## config.mk

```make
export PLATFORM = sky130hd
export DESIGN_NAME = game_status_unit
export DESIGN_NICKNAME = d
export VERILOG_FILES = /design/src/rtl/game_pkg.sv /design/src/rtl/game_status_unit_event_sync.sv /design/src/rtl/game_status_unit.sv
export SDC_FILE = /design/constraint.sdc
export NUM_CORES = 1
export LEC_CHECK = 0
export BUFFER_PORTS_ARGS = -buffer_cell sky130_fd_sc_hd__clkbuf_2
export CAP_MARGIN = 20
export CELL_PAD_IN_SITES_DETAIL_PLACEMENT = 0
export CELL_PAD_IN_SITES_GLOBAL_PLACEMENT = 1
export CORE_UTILIZATION = 50
export DETAILED_ROUTE_END_ITERATION = 6
export PLACE_DENSITY_LB_ADDON = 0.1
export SKIP_LAST_GASP = 1
export SYNTH_ARGS = -nofsm -noshare
export SYNTH_HDL_FRONTEND = slang
export SYNTH_SLANG_ARGS = --single-unit
```

## constraint.sdc

```tcl
create_clock -name clk -period 9.2 [get_ports clk]
set_input_delay 1.84 -clock clk [delete_from_list [all_inputs] [get_ports clk]]
set_output_delay 1.84 -clock clk [all_outputs]
set_load 0.005 [all_outputs]
```

## src/rtl/game_pkg.sv

```systemverilog
// Shared definitions for the game status keeper: FSM state encoding and the
// default game constants used as parameter defaults by game_status_unit.
// No logic, no latency, no flow control.
package game_pkg;

    typedef enum logic [1:0] {
        PLAY  = 2'd0,
        DYING = 2'd1,
        OVER  = 2'd2,
        WON   = 2'd3
    } state_t;

    localparam int TIME_START_DEF = 300;
    localparam int LIVES_MAX_DEF  = 3;
    localparam int COIN_VALUE_DEF = 10;

endpackage

```

## src/rtl/game_status_unit_event_sync.sv

```systemverilog
// event_sync: 2-FF synchroniser for a level flag from another clock domain plus
// a rising-edge detector; pulse is high for one clk cycle per edge.
// Latency: pulse is high in the cycle after the 2nd clk edge that sees the level; no backpressure.
// Ports: clk, rst (async, active high), din (async level), pulse (one-cycle edge strobe).
module event_sync (
    input  logic clk,
    input  logic rst,
    input  logic din,
    output logic pulse
);

    logic meta;
    logic sync;
    logic prev;

    always_ff @(posedge clk or posedge rst) begin
        if (rst) begin
            meta <= 1'b0;
            sync <= 1'b0;
            prev <= 1'b0;
        end else begin
            meta <= din;
            sync <= meta;
            prev <= sync;
        end
    end

    // prev is the registered copy of sync, so this is high for exactly one cycle per rising edge.
    assign pulse = sync & ~prev;

endmodule

```

## src/rtl/game_status_unit.sv

```systemverilog
// game_status_unit: keeps score, level timer and lives; four-state PLAY/DYING/OVER/WON FSM,
// thermometer lives LEDs and a one-cycle respawn strobe for the player controller.
// Latency: input flag to output change 3 clk edges (2 sync + edge reg); all outputs registered; no backpressure.
// Ports: clk, rst (async high); coin_det/outbounds/game_win (async levels), start (clk-synchronous);
//        score, g_time, lives, lives_led, state, respawn (registered outputs).
// Build option: GAME_STATUS_TIME_BONUS_EN converts remaining time into score, one unit per cycle, in WON.
module game_status_unit
    import game_pkg::*;
#(
    parameter  int TICK_DIV   = 100_000_000,
    parameter  int SCORE_W    = 14,
    parameter  int SCORE_MAX  = 9999,
    parameter  int TIME_W     = 9,
    parameter  int TIME_START = TIME_START_DEF,
    parameter  int LIVES_MAX  = LIVES_MAX_DEF,
    parameter  int COIN_VALUE = COIN_VALUE_DEF,
    parameter  int DEATH_HOLD = 50_000_000,
    localparam int LIVES_W    = $clog2(LIVES_MAX + 1)
) (
    input  logic                 clk,
    input  logic                 rst,
    input  logic                 coin_det,
    input  logic                 outbounds,
    input  logic                 game_win,
    input  logic                 start,
    output logic [SCORE_W-1:0]   score,
    output logic [TIME_W-1:0]    g_time,
    output logic [LIVES_W-1:0]   lives,
    output logic [LIVES_MAX-1:0] lives_led,
    output logic [1:0]           state,
    output logic                 respawn
);

    localparam int TICK_W = $clog2(TICK_DIV + 1);
    localparam int HOLD_W = $clog2(DEATH_HOLD + 1);

    localparam logic [TICK_W-1:0] TICK_LAST = TICK_W'(TICK_DIV - 1);
    localparam logic [HOLD_W-1:0] HOLD_LAST = HOLD_W'(DEATH_HOLD - 1);

    logic coin_edge;
    logic out_edge;
    logic win_edge;

    event_sync u_coin_sync (.clk(clk), .rst(rst), .din(coin_det),  .pulse(coin_edge));
    event_sync u_out_sync  (.clk(clk), .rst(rst), .din(outbounds), .pulse(out_edge));
    event_sync u_win_sync  (.clk(clk), .rst(rst), .din(game_win),  .pulse(win_edge));

    state_t               state_q,     state_d;
    logic [SCORE_W-1:0]   score_q,     score_d;
    logic [TIME_W-1:0]    g_time_q,    g_time_d;
    logic [LIVES_W-1:0]   lives_q,     lives_d;
    logic [LIVES_MAX-1:0] lives_led_q, lives_led_d;
    logic [TICK_W-1:0]    tick_q,      tick_d;
    logic [HOLD_W-1:0]    hold_q,      hold_d;
    logic                 respawn_q,   respawn_d;

    logic timeout;
    logic died;
    logic restart;

    function automatic logic [SCORE_W-1:0] sat_add(input logic [SCORE_W-1:0] a, input int inc);
        int s;
        s = int'(a) + inc;
        if (s > SCORE_MAX) begin
            s = SCORE_MAX;
        end
        return SCORE_W'(s);
    endfunction

    always_ff @(posedge clk or posedge rst) begin
        if (rst) begin
            state_q     <= PLAY;
            score_q     <= '0;
            g_time_q    <= TIME_W'(TIME_START);
            lives_q     <= LIVES_W'(LIVES_MAX);
            lives_led_q <= '1;
            tick_q      <= '0;
            hold_q      <= '0;
            respawn_q   <= 1'b0;
        end else begin
            state_q     <= state_d;
            score_q     <= score_d;
            g_time_q    <= g_time_d;
            lives_q     <= lives_d;
            lives_led_q <= lives_led_d;
            tick_q      <= tick_d;
            hold_q      <= hold_d;
            respawn_q   <= respawn_d;
        end
    end

    always_comb begin
        state_d     = state_q;
        score_d     = score_q;
        g_time_d    = g_time_q;
        lives_d     = lives_q;
        lives_led_d = lives_led_q;
        tick_d      = tick_q;
        hold_d      = hold_q;
        respawn_d   = 1'b0;
        timeout     = 1'b0;
        died        = 1'b0;
        restart     = 1'b0;

        unique case (state_q)
            PLAY: begin
                // A coin is scored even when a death or win lands in the same cycle.
                if (coin_edge) begin
                    score_d = sat_add(score_q, COIN_VALUE);
                end
                if (win_edge) begin
                    // Win outranks any simultaneous death; timer freezes from here on.
                    state_d = WON;
                end else begin
                    if (tick_q == TICK_LAST) begin
                        tick_d = '0;
                        if (g_time_q != '0) begin
                            g_time_d = g_time_q - TIME_W'(1);
                        end
                        timeout = (g_time_q == TIME_W'(1));
                    end else begin
                        tick_d = tick_q + TICK_W'(1);
                    end
                    // Time-out and out-of-bounds together cost a single life.
                    died = timeout | out_edge;
                    if (died) begin
                        lives_d = lives_q - LIVES_W'(1);
                        if (lives_q <= LIVES_W'(1)) begin
                            lives_d = '0;
                            state_d = OVER;
                        end else begin
                            state_d = DYING;
                            hold_d  = '0;
                        end
                    end
                end
            end
            DYING: begin
                if (hold_q == HOLD_LAST) begin
                    state_d   = PLAY;
                    respawn_d = 1'b1;
                    g_time_d  = TIME_W'(TIME_START);
                    tick_d    = '0;
                end else begin
                    hold_d = hold_q + HOLD_W'(1);
                end
            end
            OVER: begin
                restart = start;
            end
            WON: begin
`ifdef GAME_STATUS_TIME_BONUS_EN
                // Drain the remaining time into the score before a restart is accepted.
                if (g_time_q != '0) begin
                    g_time_d = g_time_q - TIME_W'(1);
                    score_d  = sat_add(score_q, 1);
                end else begin
                    restart = start;
                end
`else
                restart = start;
`endif
            end
            default: begin
                state_d = PLAY;
            end
        endcase

        if (restart) begin
            state_d   = PLAY;
            score_d   = '0;
            g_time_d  = TIME_W'(TIME_START);
            lives_d   = LIVES_W'(LIVES_MAX);
            tick_d    = '0;
            hold_d    = '0;
            respawn_d = 1'b1;
        end

        for (int i = 0; i < LIVES_MAX; i++) begin
            lives_led_d[i] = (int'(lives_d) > i);
        end
    end

    assign score     = score_q;
    assign g_time    = g_time_q;
    assign lives     = lives_q;
    assign lives_led = lives_led_q;
    assign state     = state_q;
    assign respawn   = respawn_q;

endmodule
```

# [Word-level counts from Yosys, hierarchy flattened]
# Cells that the tools add are included.
# Widths: inputs -> output; s select.
[op_classes] add_sub_neg=5 order_cmp=5 n_eq_ne=14 muxes=39 n_bitwise=7 n_reduce_logical=11
[op_table] cell="$mux 26" n=5
[op_table] cell="$mux 27" n=4
[op_table] cell="$mux 14" n=4
[op_table] cell="$pmux 27 s2" n=1
[op_table] cell="$pmux 26 s2" n=1
[op_table] cell="$mux 9" n=5
[op_table] cell="$add 27x1->27 const B" n=1
[op_table] cell="$eq 27x27->1 const B" n=1
[op_table] cell="$add 26x1->26 const B" n=1
[op_table] cell="$eq 26x26->1 const B" n=1
[op_table] cell="$ne 3x3->1 const B" n=7
[op_table] cell="$mux 2" n=10
[op_table] cell="$pmux 9 s2" n=1
[op_table] cell="$add 14x4->15 const B" n=1
[op_table] cell="$gt 15x14->1 const B" n=1
[op_table] cell="$reduce_and 5->1" n=2
[op_table] cell="$eq 9x1->1 const B" n=1
[op_table] cell="$reduce_bool 9->1" n=1
[op_table] cell="$sub 9x1->9 const B" n=1
[op_table] cell="$mux 1" n=7
[op_table] cell="$reduce_and 3->1" n=2
[op_table] cell="$eq 2x2->1 const B" n=2
[op_table] cell="$gt 2x1->1 const B" n=2
[op_table] cell="$ne 4x3->1 const B" n=1
[op_table] cell="13 further kinds" n=18
[totals] reg_bits=93 out_inout_bits=31 wordCells=98

# [Depth between registers and ports, before layout]
# Gate-level depths: netlist (run 1).
[logic_depth] depth_word=10 mapped_depth=11 depth_no_buf=9

# [By module]
# From an unflattened synthesis (run 1), not the netlist that was laid out.
[hier_totals] hier_cells=553 area_unflattened_um2=5058.6
[by_module_without_submodules] mod="game_status_unit" instances=1 cells_per_inst=538 area_per_inst_um2=4780.8 seq_area_each_um2=2113.3
[by_module_without_submodules] mod="event_sync" instances=3 cells_per_inst=5 area_per_inst_um2=92.6 seq_area_each_um2=75.1

# [Worst setup path after synthesis (run 1)]
# OpenSTA, ideal clock, no wires.
[synth_timing] path_type="input to register" from="input port start" to="register hold_q[14]" setup_ps=132 t_arrival_ps=2908 t_required_ps=9068 slack_ps=6160 stages=9 n_path_buf=2 cell_sequence="nand2_1 > nand2_1 > a21o_1 > o311ai_1 > buf_2 > buf_2 > nor3_1 > xnor2_1 > nor2_1"
[synth_between] elab_chain_len=3
[synth_rtl] item="from (decl)" line="game_status_unit.sv:25" rtl="input logic start,"
[synth_rtl] item="$mux 1 *" line="game_status_unit.sv:105" rtl="unique case (state_q)"
[synth_rtl] item="$ne 3x3->1 (no source line) / $reduce_bool 3->1 (equally long branches)"
[synth_rtl] item="$reduce_and 5->1 (no source line)"
[synth_rtl] item="to (signal assigned)" line="game_status_unit.sv:87" rtl="hold_q <= hold_d;"
[synth_rtl] item="to (decl)" line="game_status_unit.sv:54" rtl="logic [HOLD_W-1:0] hold_q, hold_d;"
# Every way passes the cells marked *; elsewhere a longest branch is shown, timed or not.
# A chain may end at the register's enable or synchronous reset.

# [Worst setup path after layout (run 1)]
[layout_timing] from="input port start" to="register hold_q[15]"
# The elaborated chain is that of the path after synthesis.

==> results.cfg, run 1 <==
[status]
outcome = finished clean

[worst_setup_path]
cp-end-kind = flip-flop
cp_cell_sequence = clkbuf_2 > nand2_1 > nand2_1 > a21o_1 > o311ai_2 > buf_4 > nor4_1 > xnor2_1 > nor2_1
startpoint = start
startpoint_type = input pin
critical_path.endpoint = hold_q[15]$_DFFE_PP0P_
r2r_cells = 8
rr_endpoint = score[11]$_DFFE_PP0P_
worstPathArrival_ns = 3.75
crit_slowest_cell = nand2_1
reg2reg_setup_slack_ns = 5.82
timing.rr.start = score[1]$_DFFE_PP0P_
timing_worst_setup_path_type = in2reg
cpPeakStageDelay_ns = 0.42
cp.required_ns = 9.42
crit_path_frequent_cell = nand2_1
worstPathMaxFanout = 29

[clock_network]
cts.repair.resized = 0
postCtsSetupBuffers = 0
h-tree-depth = 3
clkTransAtPathRegs_ns = 0.11
cts_tree = done
clk_latency_ns = 0.36
clockBufferDepth = 2
cts_buffers = 9
hold_buffers = 0
cts.sinks = 93
cts_root_buf = clkbuf_8

[job]
maxCapViolations = 0

[die]
num_io_pins = 37
rows = 36
die_area_mm2 = 0.01078
fp.dieW_um = 103.8
start_util_pct = 52.31
coreArea_mm2 = 0.009910
die_h_um = 103.8

[synthesis]
yosysSeqAreaShare_pct = 45.11
yosys.area.top_type = dfrtp_1
ys_types = 71
synth_top_area_share_pct = 40.55
synth_area_leaders = dfrtp_1 (41%), nor2_1 (5.8%), xnor2_1 (5.4%), dfstp_2 (4.6%), nand2_1 (3.8%)
synth_edf_count = 0
async_flop_share_pct = 100.0
synth.most_common_cell = dfrtp_1
synthesis.area_mm2 = 0.005184
synthCells = 570
avgSynthCellArea_um2 = 9.094
ys_ff_latch = 93
synth.net_count = 583
synth_commonest_cells = dfrtp_1 (84), nor2_1 (80), nand2_1 (53)
synth_ff_type = dfrtp_1
yosysWarnings = 0

[timing]
fmax_mhz = 283.9
setup_tns_ns = 0
period_needed_ns = 3.522
maxSlewViolCount = 0
finalCritPeriodShare_pct = 38.29
slew_headroom_pct = 35.68
tightest_slew_ns = 0.9649
rsz0062_at_grt = false
timing.final.hold_violations = 0
timing.hold.ws_ns = 0.3629
setup_viol = 0
finalClockSkew_ns = 0.01694

[global_route]
grt_pass1_wl_mm = 19.09
grtUsageTotal_pct = 21.46
grt_pass1_vias = 3926
gr-total-overflow = 0
antenna_found_initial = 0
grt_max_degree = 50

[finish]
drive_above_1_share_pct = 14.96
n_fill_cell = 944
n_antenna_cell = 0
final_cells = 728
area_growth_pct = 8.617
final_nets = 603

[power]
peakVddDrop_mv = 0.1210
p_leak_nw = 2.366
p_per_area_mw_per_mm2 = 226.9

[hold_path]
holdCritPathClass = reg2reg

[placed_design]
place_inst = 712
port_buffers = 36
hpwlAfterDp_mm = 7.662
gp_congestion = 0.8156

[detailed_routing]
vias = 4142
first_pass_iters = 5
wirelength_mm = 11.05
first_iter_violations = 239
post-route-drc-count = 0
ant_nets = 0
avgRoutedWirePerCell_um = 15.18
viasPerCell = 5.690
-- cell families after synthesis --
logic type	count (synthesis)	share of synthesized area [%]
simple gates	283	29.06
xor+xnor	40	6.758
flops	93	45.11
mux	2	0.4103
compound gates	97	12.82
fa+ha+maj	7	1.690
buf+inv	48	4.151
-- layout by cell type, fill, tap and decap left out, types with 5 or more instances in the layout --
master,count
dfrtp_1,84
nor2_1,80
nand2_1,53
clkbuf_2,36
xnor2_1,32
o21ai_0,30
nor3_1,26
nand3_1,26
inv_1,17
nand4_1,14
a21oi_1,13
and3_1,12
or3_1,10
clkbuf_8,10
dfstp_2,9
xor2_1,8
nor4_1,7
and4_1,7
ha_1,7
nor3b_1,6
nor2b_1,6
o31ai_1,6
a31oi_1,5
a21o_1,5
a211oi_1,5
-- layer usage --
metal  wire, um  vias to the layer above  global-route usage, %
met4         98                        0                  5.204
met2       5251                       68                  35.24
met1       5348                     2006                  30.13
met3        350                        9                  2.832
met5          0                        -                      0
li1           -                     2059                      -
-- cell type report --
| type | instances | area (um2) | area share (%) |
|---|---|---|---|
| clock buffers | 10 | 137.6 | 2.444 |
| repair buffers | 39 | 202.7 | 3.600 |
| flip-flops and latches | 93 | 2338 | 41.53 |
| clock inverters | 6 | 78.83 | 1.400 |
| inverters | 18 | 68.82 | 1.222 |
| multi-input cells | 429 | 2638 | 46.84 |
| well taps | 133 | 166.4 | 2.956 |
-- power by group --
| part | switching (mW) | leakage, nW | internal, mW | total (mW) |
|---|---|---|---|---|
| logic | 0.274 | 1.03 | 0.151 | 0.425 |
| clock network | 0.157 | 0.111 | 0.139 | 0.296 |
| registers | 0.0807 | 1.22 | 0.476 | 0.556 |
-- worst max-delay path, delay by kind of cell --
family          cells  cell delay, ns
buf+inv             2            0.33
simple gates        4            1.10
xor+xnor            1            0.18
compound gates      2            0.28
-- sequential cells by signal, summed over array words and instances, names as in the netlist --
register          cells
u_win_sync.sync       1
u_coin_sync.sync      1
u_win_sync.meta       1
u_out_sync.prev       1
u_win_sync.prev       1
state                 2
hold_q               26
lives                 2
g_time                9
lives_led             3
respawn               1
tick_q               27
u_out_sync.sync       1
u_coin_sync.prev      1
score                14
u_coin_sync.meta      1
u_out_sync.meta       1
-- how the worst min path moves through the flow --
| stage | startpoint | end | slack [ns] | cells past startpoint |
|---|---|---|---|---|
| floorplan | u_coin_sync.meta$_DFF_PP0_ | u_coin_sync.sync$_DFF_PP0_ | 0.33 | 0 |
| global placement | u_win_sync.meta$_DFF_PP0_ | u_win_sync.sync$_DFF_PP0_ | 0.34 | 0 |
| CTS | u_out_sync.meta$_DFF_PP0_ | u_out_sync.sync$_DFF_PP0_ | 0.36 | 0 |
| finish | u_out_sync.meta$_DFF_PP0_ | u_out_sync.sync$_DFF_PP0_ | 0.36 | 0 |
| detailed placement | u_win_sync.meta$_DFF_PP0_ | u_win_sync.sync$_DFF_PP0_ | 0.34 | 0 |
| global route | u_out_sync.meta$_DFF_PP0_ | u_out_sync.sync$_DFF_PP0_ | 0.37 | 0 |
-- per-stage QoR --
stage | util (%) | power [mW] | setup WS (ns) | instance area, um2
floorplan | - | 0.8730 | 4.955 | 5184
global placement | 54.63 | 0.9840 | 5.396 | 5414
detailed placement | 54.63 | 0.9949 | 5.255 | 5414
CTS | 56.82 | 1.291 | 5.662 | 5630
global route | 56.82 | 1.374 | 5.507 | 5630
finish | 56.82 | 1.277 | 5.678 | 5630
Power figures use the tool's default switching activity.
==> inputs of run 2 (changes only) <==
--- a/config.mk
+++ b/config.mk
@@ -9,7 +9,7 @@
 export CAP_MARGIN = 20
 export CELL_PAD_IN_SITES_DETAIL_PLACEMENT = 0
 export CELL_PAD_IN_SITES_GLOBAL_PLACEMENT = 1
-export CORE_UTILIZATION = 50
+export CORE_UTILIZATION = 42
 export DETAILED_ROUTE_END_ITERATION = 6
 export PLACE_DENSITY_LB_ADDON = 0.1
 export SKIP_LAST_GASP = 1
==> constraint.sdc (replaced) <==
create_clock -name clk -period 3.2 [get_ports clk]
set_input_delay 0.64 -clock clk [delete_from_list [all_inputs] [get_ports clk]]
set_output_delay 0.64 -clock clk [all_outputs]
set_load 0.005 [all_outputs]
==> results.cfg, run 2 (synthesized netlist as in run 1, its figures left out) <==
[status]
outcome = finished clean

[die]
num_io_pins = 37
coreArea_mm2 = 0.01201
die_h_um = 113.1
fp.dieW_um = 113.1
start_util_pct = 43.16
die_area_mm2 = 0.01279
rows = 40

[worst_setup_path]
startpoint = score[2]$_DFFE_PP0P_
worstPathMaxFanout = 13
timing_worst_setup_path_type = reg2reg
cp.required_ns = 3.48
worstPathArrival_ns = 3.15
cp-end-kind = flip-flop
startpoint_type = flip-flop
timing.rr.start = score[2]$_DFFE_PP0P_

[clock_network]
postCtsSetupBuffers = 0
cts_buffers = 9
cts.sinks = 93
clockBufferDepth = 2
cts_root_buf = clkbuf_16
cts_tree = done
clkTransAtPathRegs_ns = 0.06
hold_buffers = 0
cts.repair.resized = 0
clk_latency_ns = 0.34
h-tree-depth = 3

[placed_design]
hpwlAfterDp_mm = 8.056
port_buffers = 36
place_inst = 734
pre_cts_ws_ns = 0.3534
dpl_cell_area_mm2 = 0.005505
gp_congestion = 0.7873

[finish]
area_growth_pct = 11.22
final_cell_mix = dfrtp_1 (84), nor2_1 (80), nand2_1 (53), clkbuf_2 (36), xnor2_1 (32)
design_area_mm2 = 0.005766
final_cells = 749
mostFrequentLayoutCell = dfrtp_1
n_antenna_cell = 0
final_nets = 611
final_util_pct = 48.00
top_register = tick_q
n_fill_cell = 1158
drive_above_1_share_pct = 15.45
largest_reg_flops = 27

[timing]
timing.hold.ws_ns = 0.3507
maxSlewViolCount = 0
rsz0062_at_grt = false
setup_viol = 0
fmax_mhz = 348.9
period_needed_ns = 2.866
setup_tns_ns = 0
finalCritPeriodShare_pct = 89.57
timing.final.hold_violations = 0
layout_setup_ws_ns = 0.3338
tightest_slew_ns = 1.033
finalClockSkew_ns = 0.004747
slew_headroom_pct = 31.14

[global_route]
antenna_found_initial = 0
grt_max_degree = 54
grtUsageTotal_pct = 19.87
grt_pass1_wl_mm = 19.86
grt_pass1_vias = 3928
gr-total-overflow = 0

[power]
peakVddDrop_mv = 0.3206
internal_power_mw = 2.405
power.switching_mw = 1.488
power.total_mw = 3.893
clkPwrFrac_pct = 25.0
p_per_area_mw_per_mm2 = 675.3
p_sw_share_pct = 38.22
combPwrFrac_pct = 34.5
p_seq_share_pct = 40.5
p_leak_nw = 2.428

[hold_path]
holdCritPathClass = reg2reg
hp-start = u_coin_sync.meta$_DFF_PP0_

[detailed_routing]
highest_layer = met4
wirelength_mm = 11.75
post-route-drc-count = 0
met1Wirelength_mm = 5.727
viasPerCell = 5.594
wl_met2_mm = 5.371
avgRoutedWirePerCell_um = 15.68
ant_nets = 0
first_pass_iters = 4
vias = 4190
first_iter_violations = 172
wl_met3_um = 455

[job]
maxCapViolations = 0
[run 2: final cells by class]
cell class | instances | area, um2 | area share [%]
Sequential cell | 93 | 2338 | 40.56
Inverter | 18 | 70.07 | 1.215
Timing Repair Buffer | 47 | 275.3 | 4.774
Clock buffer | 13 | 250.2 | 4.340
Tap cell | 147 | 183.9 | 3.190
Multi-Input combinational cell | 429 | 2638 | 45.75
Clock inverter | 2 | 10.01 | 0.1736
[run 2: power groups by stage]
stage,logic [mW],clock network (mW),registers [mW]
4_1_cts,1.36,1.01,1.58
3_3_place_gp,1.34,0,1.58
3_5_place_dp,1.35,0,1.60
2_1_floorplan,0.978,0,1.53
5_1_grt,1.52,1.05,1.61
6_report,1.34,0.975,1.58
[run 2: final timing paths]
check	cells after the start	slack [ns]	endpoint
worst max-delay path	9	0.33	score[5]$_DFFE_PP0P_
max in group asynchronous	3	2.08	g_time[8]$_DFFE_PP1P_
worst max register to register	9	0.33	score[5]$_DFFE_PP0P_
worst min register to register	0	0.35	u_coin_sync.sync$_DFF_PP0_
min in group asynchronous	2	0.40	hold_q[15]$_DFFE_PP0P_
worst min-delay path	0	0.35	u_coin_sync.sync$_DFF_PP0_
[run 2: per-layer routing]
layer,global-route usage (%),vias to the layer above
met5,0,-
met4,7.544,0
met3,4.446,13
met2,30.76,56
met1,27.21,2042
li1,-,2079
[run 2: critical path, cell delays in order, from the launching register on]
cell and delay (ns):
dfrtp_1 0.39, buf_4 0.17, a21oi_1 0.82, o21ai_0 0.18
a32o_1 0.32, o211ai_2 0.23, nand4bb_1 0.21, buf_4 0.24
nor3_1 0.13, a211o_1 0.12
